### src/rtl/relay_ssp_tx.sv
// relay_ssp_tx: pairs decoded nibbles into bytes, queues them and serialises them MSB-first on SSP.
// Optional feature macro: RELAY_SSP_FLUSH_EN (flushes a lone pending nibble after IDLE_TIMEOUT cycles).
module relay_ssp_tx #(
    parameter int unsigned DEPTH        = 16,
    parameter int unsigned CLK_DIV      = 8,
    parameter int unsigned IDLE_TIMEOUT = 4096
) (
    input  logic                     clk,
    input  logic                     reset,
    input  logic                     enable,
    input  logic [3:0]               nibble_in,
    input  logic                     nibble_valid,
    output logic                     ssp_clk,
    output logic                     ssp_frame,
    output logic                     ssp_din,
    output logic [$clog2(DEPTH):0]   fifo_level,
    output logic                     overflow
);
    localparam int unsigned AW = $clog2(DEPTH);
    localparam int unsigned PW = AW + 1;
    localparam int unsigned DW = $clog2(CLK_DIV);

    if (DEPTH < 2 || DEPTH > 64 || (DEPTH & (DEPTH - 1)) != 0 || CLK_DIV < 2 || IDLE_TIMEOUT < 2)
    begin : g_param_check
        $error("relay_ssp_tx: illegal parameter set");
    end

    typedef enum logic {ST_IDLE, ST_SHIFT} state_e;

    state_e         state_q, state_d;
    logic [DW-1:0]  div_q, div_d;
    logic           ssp_clk_q, ssp_clk_d;
    logic           frame_q, frame_d;
    logic           din_q, din_d;
    logic [6:0]     sh_q, sh_d;
    logic [2:0]     bitcnt_q, bitcnt_d;
    logic [PW-1:0]  wr_q, wr_d;
    logic [PW-1:0]  rd_q, rd_d;
    logic [PW-1:0]  level_q, level_d;
    logic           pending_q, pending_d;
    logic [3:0]     high_q, high_d;
    logic           ovf_q, ovf_d;
    logic [7:0]     mem_q [DEPTH];

    logic           rise;
    logic           empty;
    logic           full;
    logic           accept;
    logic           flush;
    logic           push;
    logic           pop;
    logic           wr_en;
    logic [7:0]     push_data;
    logic [7:0]     rd_data;

    // Free-running divider; rise marks the cycle on which ssp_clk goes 0->1.
    always_comb begin
        div_d     = div_q + DW'(1);
        ssp_clk_d = ssp_clk_q;
        if (div_q == DW'(CLK_DIV - 1)) begin
            div_d     = '0;
            ssp_clk_d = ~ssp_clk_q;
        end
    end

    assign rise   = (div_q == DW'(CLK_DIV - 1)) && !ssp_clk_q;
    assign accept = nibble_valid && enable;

`ifdef RELAY_SSP_FLUSH_EN
    localparam int unsigned TW = $clog2(IDLE_TIMEOUT);

    logic [TW-1:0] idle_q, idle_d;

    // Counts cycles since the last accepted nibble, including the strobe cycle itself.
    always_comb begin
        idle_d = idle_q;
        if (accept) begin
            idle_d = TW'(1);
        end else if (pending_q && idle_q != TW'(IDLE_TIMEOUT - 1)) begin
            idle_d = idle_q + TW'(1);
        end
    end

    always_ff @(posedge clk) begin
        if (reset) begin
            idle_q <= '0;
        end else begin
            idle_q <= idle_d;
        end
    end

    assign flush = enable && pending_q && !accept && (idle_q == TW'(IDLE_TIMEOUT - 1));
`else
    assign flush = 1'b0;
`endif

    // Nibble pairing: first nibble is the high half, second completes the byte.
    always_comb begin
        pending_d = pending_q;
        high_d    = high_q;
        push      = 1'b0;
        push_data = {high_q, nibble_in};
        if (!enable) begin
            pending_d = 1'b0;
        end else if (accept) begin
            if (pending_q) begin
                push      = 1'b1;
                pending_d = 1'b0;
            end else begin
                high_d    = nibble_in;
                pending_d = 1'b1;
            end
        end else if (flush) begin
            push      = 1'b1;
            push_data = {high_q, 4'h0};
            pending_d = 1'b0;
        end
    end

    assign empty   = (wr_q == rd_q);
    assign full    = (wr_q == (rd_q ^ {1'b1, {AW{1'b0}}}));
    assign rd_data = mem_q[rd_q[AW-1:0]];
    assign wr_en   = push && (!full || pop);

    // Serialiser: load on a rising edge, then one bit per ssp_clk period.
    always_comb begin
        state_d  = state_q;
        frame_d  = frame_q;
        din_d    = din_q;
        sh_d     = sh_q;
        bitcnt_d = bitcnt_q;
        pop      = 1'b0;
        if (rise) begin
            if (state_q == ST_SHIFT && bitcnt_q != 3'd0) begin
                bitcnt_d = bitcnt_q - 3'd1;
                din_d    = sh_q[6];
                sh_d     = {sh_q[5:0], 1'b0};
                frame_d  = 1'b0;
            end else if (!empty) begin
                pop      = 1'b1;
                din_d    = rd_data[7];
                sh_d     = rd_data[6:0];
                frame_d  = 1'b1;
                bitcnt_d = 3'd7;
                state_d  = ST_SHIFT;
            end else begin
                state_d  = ST_IDLE;
                din_d    = 1'b0;
                frame_d  = 1'b0;
            end
        end
    end

    // A pop in the same cycle frees the slot, so a push into a full FIFO is still accepted.
    always_comb begin
        wr_d    = wr_q + PW'(wr_en);
        rd_d    = rd_q + PW'(pop);
        level_d = wr_d - rd_d;
        ovf_d   = ovf_q | (push && full && !pop);
    end

    always_ff @(posedge clk) begin
        if (reset) begin
            state_q   <= ST_IDLE;
            div_q     <= '0;
            ssp_clk_q <= 1'b0;
            frame_q   <= 1'b0;
            din_q     <= 1'b0;
            sh_q      <= '0;
            bitcnt_q  <= '0;
            wr_q      <= '0;
            rd_q      <= '0;
            level_q   <= '0;
            pending_q <= 1'b0;
            high_q    <= '0;
            ovf_q     <= 1'b0;
        end else begin
            state_q   <= state_d;
            div_q     <= div_d;
            ssp_clk_q <= ssp_clk_d;
            frame_q   <= frame_d;
            din_q     <= din_d;
            sh_q      <= sh_d;
            bitcnt_q  <= bitcnt_d;
            wr_q      <= wr_d;
            rd_q      <= rd_d;
            level_q   <= level_d;
            pending_q <= pending_d;
            high_q    <= high_d;
            ovf_q     <= ovf_d;
        end
    end

    always_ff @(posedge clk) begin
        if (wr_en) begin
            mem_q[wr_q[AW-1:0]] <= push_data;
        end
    end

    assign ssp_clk    = ssp_clk_q;
    assign ssp_frame  = frame_q;
    assign ssp_din    = din_q;
    assign fifo_level = level_q;
    assign overflow   = ovf_q;

endmodule

### config.mk
export PLATFORM = sky130hd
export DESIGN_NAME = relay_ssp_tx
export DESIGN_NICKNAME = d
export VERILOG_FILES = /design/src/rtl/relay_ssp_tx.sv
export SDC_FILE = /design/constraint.sdc
export NUM_CORES = 1
export LEC_CHECK = 0
export BUFFER_PORTS_ARGS = -buffer_cell sky130_fd_sc_hd__buf_4
export CORE_ASPECT_RATIO = 0.5
export CORE_UTILIZATION = 44
export CTS_CLUSTER_DIAMETER = 120
export DETAILED_ROUTE_END_ITERATION = 6
export PLACE_DENSITY = 0.68
export SLEW_MARGIN = 20
export SYNTH_ARGS = -nofsm -noshare
export SYNTH_HDL_FRONTEND = slang
export SYNTH_SLANG_ARGS = --single-unit
### constraint.sdc
create_clock -name clk -period 9.9 [get_ports clk]
set_clock_uncertainty 0.1 [all_clocks]
set_input_delay 0.99 -clock clk [delete_from_list [all_inputs] [get_ports clk]]
set_output_delay 0.99 -clock clk [all_outputs]
set_load 0.1 [all_outputs]
== Word level (Yosys, flattened, before mapping) ==
Memory sizes are Yosys's and may differ from the RTL's. A register that Yosys moved wholly into a read port is not among the register bits.
Cells that the tools add are included.
Storage, ports and cells
  register bits: 38
  memories kept: 1
  logic and storage cells: 61
  input port bits: 8
  bits in writable memories: 128
Cells by class
  $add $sub $neg: 5
  reduce and logical (&&, ||, !) cells: 16
  muxes and demuxes: 16
  eq/ne operators: 4
  bitwise logic cells: 6
Memory list
  mem_q: words 16, bits a word 8, read ports 1, clocked after Yosys merged registers in 1, wr ports 1, line 43  | logic [7:0] mem_q [DEPTH];
Operator list (number)
  2-to-1 mux 7 bit: 2
  2-to-1 mux 1 bit: 11
  adder 5 x 1 -> 5 bit: 2
  == test 5 bit: 2
  logical AND 1 bit: 6
  2-to-1 mux 3 bit: 2
  NOT 1 bit: 5
  subtractor 5 bit: 1
  2-to-1 mux 4 bit: 1
  AND reduction 2 bit: 2
  OR reduction 2 bit: 2
  adder 3 x 1 -> 3 bit, second input constant: 1
  == test 3 bit, second input constant: 1
  zero test 1 bit: 3
  AND reduction 3 bit: 1
  nonzero test 3 bit: 1
  subtractor 3 x 1 -> 3 bit, second input constant: 1
  != test 2 x 1 -> 1 bit, second input constant: 1
  logical OR 1 bit: 1
  OR 1 bit: 1

== Depth between registers and ports, before layout ==
Gate-level depths: netlist of run 1.
  depth after elaboration: 8
  gate-level depth with buffers: 16
  depth with buffers taken out: 16

== Worst setup path before layout of run 1 ==
OpenSTA, ideal clock, no wires.
  path kind: register to register
  start: register ssp_clk_q, in the netlist ssp_clk
  end: register level_q[4], in the netlist fifo_level[4]
  library setup time: 65 ps
  clock period less this slack: 3491 ps
  setup slack: 6409 ps
  cell stages (with the launch flop): 12
  arrival time: 3326 ps
  required time: 9735 ps
  path buffers: 0
  cells stage by stage: dfxtp_1 > nor2b_1 > a21o_1 > o21ai_0 > inv_1 > ha_1 > ha_1 > fa_1 > a21o_1 > a21oi_1 > xnor3_1 > nor2_1
Between the ends
  cells in the longest elaborated chain, start to end: 7
  elaborated cells between the ends (all ways): 8
  classes of those cells: add/sub (3); mux (1); reduce/logical (4)
RTL lines
  start: declaration: line 32  | logic ssp_clk_q, ssp_clk_d;
  start signal: assignment: line 180  | ssp_clk_q <= ssp_clk_d;
  zero test 1 bit: line 66  | assign rise = (div_q == DW'(CLK_DIV - 1)) && !ssp_clk_q;
  logical AND 1 bit: line 66
  2-to-1 mux 1 bit: line 133  | if (rise) begin
  logical OR 1 bit: line 123  | assign wr_en = push && (!full || pop);
  logical AND 1 bit: line 123
  adder 5 x 1 -> 5 bit: line 156  | wr_d = wr_q + PW'(wr_en);
  via wr_d[1]: line 37  | logic [PW-1:0] wr_q, wr_d;
  subtractor 5 bit: line 158  | level_d = wr_d - rd_d;
  end signal: assignment: line 187  | level_q <= level_d;
  end: declaration: line 39  | logic [PW-1:0] level_q, level_d;
The timed path passes the listed nets, and every way through them passes these cells.
A chain may end at the register's enable or synchronous reset.

== Worst setup path in the final report of run 1 ==
  start: register rd_q[0]
  end: register level_q[4], in the netlist fifo_level[4]
Between the ends
  cells in the longest elaborated chain, start to end: 8
  elaborated cells between the ends (all ways): 11
  classes of those cells: add/sub (3); eq/ne (2); mux (3); reduce/logical (3)
RTL lines
  start: declaration: line 38  | logic [PW-1:0] rd_q, rd_d;
  start signal: assignment: line 186  | rd_q <= rd_d;
  == test 5 bit: line 120  | assign empty = (wr_q == rd_q);
  2-to-1 mux 1 bit: line 139  | end else if (!empty) begin
  2-to-1 mux 1 bit: line 134  | if (state_q == ST_SHIFT && bitcnt_q != 3'd0) begin
  2-to-1 mux 1 bit: line 133
  logical OR 1 bit *: line 123
  logical AND 1 bit *: line 123
  adder 5 x 1 -> 5 bit *: line 156
  via wr_d[1]: line 37
  subtractor 5 bit *: line 158
The timed path passes the listed nets; every way through them passes the cells marked *.

==> results of run 1 <==
## per-stage QoR
stage	power (uW)	cell area [um^2]
2_1_floorplan	781	6980
3_3_place_gp	792	7250
3_5_place_dp	793	7260
4_1_cts	1450	7850
5_1_grt	1480	7850
6_report	1440	7850
## cell type report
cell class	instances	area [um^2]	share of cell area [%]
clock inverters	14	164	2.09
inverters	11	41.3	0.526
flip-flops and latches	166	4610	58.7
repair buffers	23	173	2.20
multi-input cells	238	2180	27.8
well taps	204	255	3.25
clock buffers	18	429	5.47
## flip-flops by register name, indices dropped and copies added (netlist names)
name	cells
ssp_din	1
pending_q	1
mem_q	128
state_q	1
fifo_level	5
high_q	4
div_q	3
rd_q	5
bitcnt_q	3
overflow	1
ssp_frame	1
wr_q	5
ssp_clk	1
sh_q	7
## worst max path at each step
stage | to | depth (start not counted)
floorplan | fifo_level[4]$_SDFF_PP0_ | 11
global placement | fifo_level[4]$_SDFF_PP0_ | 11
detailed placement | fifo_level[4]$_SDFF_PP0_ | 11
CTS | fifo_level[4]$_SDFF_PP0_ | 11
global route | fifo_level[4]$_SDFF_PP0_ | 11
finish | fifo_level[4]$_SDFF_PP0_ | 11
## report_power, final
group | internal, uW | switching (uW)
Sequential | 751 | 5.53
Combinational | 6.60 | 14.1
Clock | 379 | 286
Total | 1140 | 306
## kinds of logic (layout without fill, tap and decap cells)
family	count (synthesis)	count (layout)
AOI/OAI and AO/OA	77	77
xor gates and xnor gates	14	14
adders and majority gates	13	13
buffers and inverters	39	66
DFF	166	166
muxes	43	43
and+or+nand+nor	91	91
## synthesized netlist by cell type, types with 8 or more instances
cell,n
xnor2_1,9
edfxtp_1,128
nor2b_1,10
clkbuf_1,10
nor2_1,26
buf_2,8
a21oi_1,13
mux4_1,11
o21ai_0,9
mux2i_1,16
nand2_1,12
mux4_2,15
inv_1,11
ha_1,12
a31oi_1,8
dfxtp_1,38
## metal layers
layer | part of all wire (%) | up-vias
met5 | 0 | -
met4 | 1.2 | 0
met3 | 5.3 | 14
met2 | 45 | 128
met1 | 48 | 1891
li1 | - | 1766
==> impl_metrics.toml, run 1 <==
[timing]
fin_tns_setup_ns = 0
whs_ns = 0.327
max_freq_ghz = 0.241
fin_crit_sh_pct = 42.0
relSlewSlack_pct = 34.2
rsz0062_at_grt = "false"
final_hold_viol_count = 0
period_minus_slack_ns = 4.16
fin_ws_ns = 5.74
finalSetupViolations = 0
slew_violations = 0
worst_pin_slew_ns = 0.987

[floorplan]
die_h_um = 91.0
io_pins = 17
initial_core_util_pct = 45.1
coreArea_um2 = 15500
die_area_um2 = 16400
rows = 32
die_w_um = 180

[worst_setup_path]
startpoint = "rd_q[0]$_SDFF_PP0_"
worstPathRequired_ns = 10.16
cp_common_cell = "ha_1"
cp_slowest_stage_delay_ns = 0.98
crit_buf_inv = 1
reg2reg_from = "rd_q[0]$_SDFF_PP0_"
r2r_setup_slack_ns = 5.74
cp.arrival_ns = 4.41
r2r-end = "fifo_level[4]$_SDFF_PP0_"
crit_fanout = 30
critPathLaunchType = "flop"
r2r_cells = 11
criticalPathCategory = "flop to flop"
crit_family = "adder cells"
crit_chain = "xnor2_1 -> nand4_1 -> o21ai_0 -> inv_1 -> ha_1 -> ha_1 -> fa_1 -> a21o_1 -> a21oi_1 -> xnor3_1 -> nor2_1"
crit_path_top_delay_cell = "dfxtp_2"
crit_path_end_kind = "flop"

[global_routing]
grt_antenna_before_repair = 0
grt_max_degree = 41
global_route.usage.met3_pct = 3.85
busiest_layer = "met2"
groute.usage.overall_pct = 17.8
grt_pass1_wl_um = 21500
grt-ovfl-total = 0
use_met1_pct = 25.4
met2_usage_pct = 27.3
grt_pass1_vias = 3730

[finish]
final_cells = 674
layout_common_cells = "edfxtp_1, dfxtp_1, nor2_1"
antenna_cells = 0
post-route-util_pct = 50.8
drive_above_1_share_pct = 17.2
layout_commonest_cell = "edfxtp_1"
fin_nets = 478
areaGrowthSynthToFinish_pct = 12.5
n_fill_cell = 1255

[synth]
synth-edff-count = 128
synth-adder-area-share_pct = 2.44
synthesis.nets = 464
netlist_instances = 443
synth_top_family_by_area = "multiplexers"
syn_area_um2 = 6980
synth_cell_type_count = 50
synth_xor_xnor_area_share_pct = 1.95
ys_warn_count = 0
synth_compound_area_share_pct = 8.48
synth_seq_cells = 166
ys.flop_type = "edfxtp_1"
ys_seq_area_share_pct = 66.0
syn_avg_cell_area_um2 = 15.7
synthMuxAreaShare_pct = 11.4
synthTopCellsByArea = "edfxtp_1, dfxtp_1, mux4_2, mux4_1, mux2i_1"
synth-async-reset-ratio_pct = 0
synth-simple-area-share_pct = 6.78
yosysTopAreaCell = "edfxtp_1"
yosysTopAreaCellShare_pct = 55.1

[placement]
place_inst = 642
pre_cts_slack_ns = 5.73
dp.final_hpwl_um = 8410
port_buffers = 16
gp_congestion = 0.791

[drt]
post_drt_wl_per_cell_um = 20.3
drt_pre_antenna_iters = 7
detail_route.drc_violations = 2
vias = 3799
drtIter0Drc = 317
routed_wirelength_um = 13700
vias_per_cell = 5.64
ant_nets = 0

[power]
leakage_uw = 0.00261
vdd_drop_max_mv = 0.0755
power_density_nw_per_um2 = 184

[clock_network]
clk_path_buf_depth = 2
cts_tree = "done"
cts_resized = 0
htreeDepth = 4
cts_root_buffer = "clkbuf_16"
cts_buffers = 17
hold_buffers = 0
clk_pin_slew_ns = 0.06
cts_setup_buffers = 0
worst_skew_pair.late_latency_ns = 0.43
cts.sinks = 166

[hold_path]
hold_path.class = "flop to flop"
hold_depth = 1
holdPathEnd = "div_q[0]$_SDFF_PP0_"
min_from = "div_q[0]$_SDFF_PP0_"

[outcome]
status = "finished, violations left"
violations = "design-rule violations"

[run]
cap_violations = 0
Note: power is estimated with default switching activity, not from simulation.
==> run 2, diff against run 1 <==
==> constraint.sdc (replaced) <==
create_clock -name clk -period 4.4 [get_ports clk]
set_clock_uncertainty 0.1 [all_clocks]
set_input_delay 0.44 -clock clk [delete_from_list [all_inputs] [get_ports clk]]
set_output_delay 0.44 -clock clk [all_outputs]
set_load 0.1 [all_outputs]
==> run 2 against run 1 <==
Net effect: the flow still finishes with violations (design-rule violations); setup slack got worse by 5.1 ns; clock-buffer cell count fell by 1; clock power rose by 120%.
==> impl_metrics.toml, run 2 (synthesis results as in run 1) <==
[outcome]
status = "finished, violations left"
violations = "design-rule violations"

[clock_network]
worst_skew_pair.late_latency_ns = 0.42
hold_buffers = 0
cts_setup_buffers = 0
cts_tree = "done"
cts_resized = 0
cts.sinks = 166
clk_pin_slew_ns = 0.07
clk_path_buf_depth = 2
htreeDepth = 4
cts_root_buffer = "clkbuf_16"
cts_buffers = 17

[worst_setup_path]
critPathLaunchType = "flop"
crit_chain = "ha_1 -> ha_1 -> nor2b_1 -> a21o_1 -> o21ai_0 -> inv_1 -> ha_1 -> ha_1 -> fa_1 -> a21o_1 -> a21oi_1 -> xnor3_1 -> nor2_1"
reg2reg_from = "div_q[0]$_SDFF_PP0_"
crit_path_end_kind = "flop"
crit_path_top_delay_cell = "nor2b_1"
crit_buf_inv = 1
startpoint = "div_q[0]$_SDFF_PP0_"
criticalPathCategory = "flop to flop"
crit_path_end = "fifo_level[4]$_SDFF_PP0_"
cp_slowest_stage_delay_ns = 0.67
worstPathRequired_ns = 4.66
r2r_setup_slack_ns = 0.68
cp.arrival_ns = 3.98
cp.depth = 13
crit_fanout = 12
r2r-end = "fifo_level[4]$_SDFF_PP0_"
r2r_cells = 13
crit_family = "adder cells"
cp_common_cell = "ha_1"

[power]
p_sw_uw = 732
sw_frac_of_total_pct = 22.9
vdd_drop_max_mv = 0.229
power_uw = 3200
p_clk_share_pct = 45.4
p_int_uw = 2470
leakage_uw = 0.00264
p_comb_share_pct = 1.5
power_density_nw_per_um2 = 406
seqPwrFrac_pct = 53.1

[timing]
max_freq_ghz = 0.269
slew_violations = 0
finalSetupViolations = 0
fin_ws_ns = 0.681
relSlewSlack_pct = 33.4
rsz0062_at_grt = "false"
whs_ns = 0.215
fin_tns_setup_ns = 0
final_hold_viol_count = 0
worst_pin_slew_ns = 0.991
fin_crit_sh_pct = 84.5
period_minus_slack_ns = 3.72

[drt]
vias_per_cell = 5.64
vias = 3844
routed_wirelength_um = 13800
drt_pre_antenna_iters = 7
post_drt_wl_per_cell_um = 20.3
drtIter0Drc = 322
detail_route.drc_violations = 2
ant_nets = 0

[placement]
pre_cts_slack_ns = 0.710
port_buffers = 16
dp.final_hpwl_um = 8700
dpl_cell_area_um2 = 7300
gp_congestion = 0.782

[floorplan]
die_area_um2 = 16400
die_w_um = 180
rows = 32
die_h_um = 91.0
coreArea_um2 = 15500
initial_core_util_pct = 45.1
io_pins = 17

[global_routing]
grt_pass1_wl_um = 21800
grt_antenna_before_repair = 0
groute.usage.overall_pct = 18.1
grt-ovfl-total = 0
grt_pass1_vias = 3762
grt_max_degree = 41

[finish]
antenna_cells = 0
n_fill_cell = 1255
layout_common_cells = "edfxtp_1, dfxtp_1, buf_4"
final_area_um2 = 7900
layout_commonest_cell = "edfxtp_1"
areaGrowthSynthToFinish_pct = 13.2
fin_nets = 485
largest_reg_flops = 128
drive_above_1_share_pct = 18.7

[hold_path]
hold_depth = 2
hold_path.class = "input port to flop"

[run]
cap_violations = 0
-- run 2: changes by cell type in the layout (fill, tap and decap cells not counted), sizes merged --
cell and delta:
buf +7, inv +3, clkinv -1, bufinv -2, clkbuf -1, clkinvlp +1
-- run 2: metrics by stage --
stage          utilization, %  instances
6_report                 51.1        681
5_1_grt                  51.1        681
4_1_cts                  51.1        681
3_5_place_dp             47.3        649
3_3_place_gp             47.3        649
2_1_floorplan               -        443
-- run 2: power groups by stage --
stage / Sequential [uW] / Clock, uW / Combinational, uW
6_report: 1700 / 1450 / 47.3
5_1_grt: 1700 / 1540 / 52.1
4_1_cts: 1700 / 1480 / 48.0
3_5_place_dp: 1740 / 0 / 48.0
3_3_place_gp: 1740 / 0 / 46.2
2_1_floorplan: 1730 / 0 / 22.6
-- run 2: final cells by class --
cell class	count	area [um^2]	share of cell area (%)
Tap cell	204	255	3.23
Multi-Input combinational cell	238	2180	27.6
Clock inverter	15	168	2.12
Clock buffer	17	425	5.39
Sequential cell	166	4610	58.3
Inverter	11	41.3	0.523
Timing Repair Buffer	30	225	2.85
-- run 2: how the worst min path moves through the flow --
| stage | start | end | slack [ns] |
|---|---|---|---|
| global placement | div_q[0]$_SDFF_PP0_ | div_q[0]$_SDFF_PP0_ | 0.31 |
| CTS | enable | pending_q$_SDFFE_PP0N_ | 0.20 |
| detailed placement | div_q[0]$_SDFF_PP0_ | div_q[0]$_SDFF_PP0_ | 0.32 |
| floorplan | div_q[0]$_SDFF_PP0_ | div_q[0]$_SDFF_PP0_ | 0.30 |
| finish | enable | pending_q$_SDFFE_PP0N_ | 0.22 |
| global route | enable | pending_q$_SDFFE_PP0N_ | 0.20 |
-- run 2: metal layers --
metal | GRT usage (%) | part of all wire, % | routed length (um)
met5 | 0 | 0 | 0
met4 | 4.91 | 0.75 | 103
met3 | 4.01 | 4.9 | 677
met2 | 28.1 | 47 | 6450
met1 | 25.7 | 48 | 6590
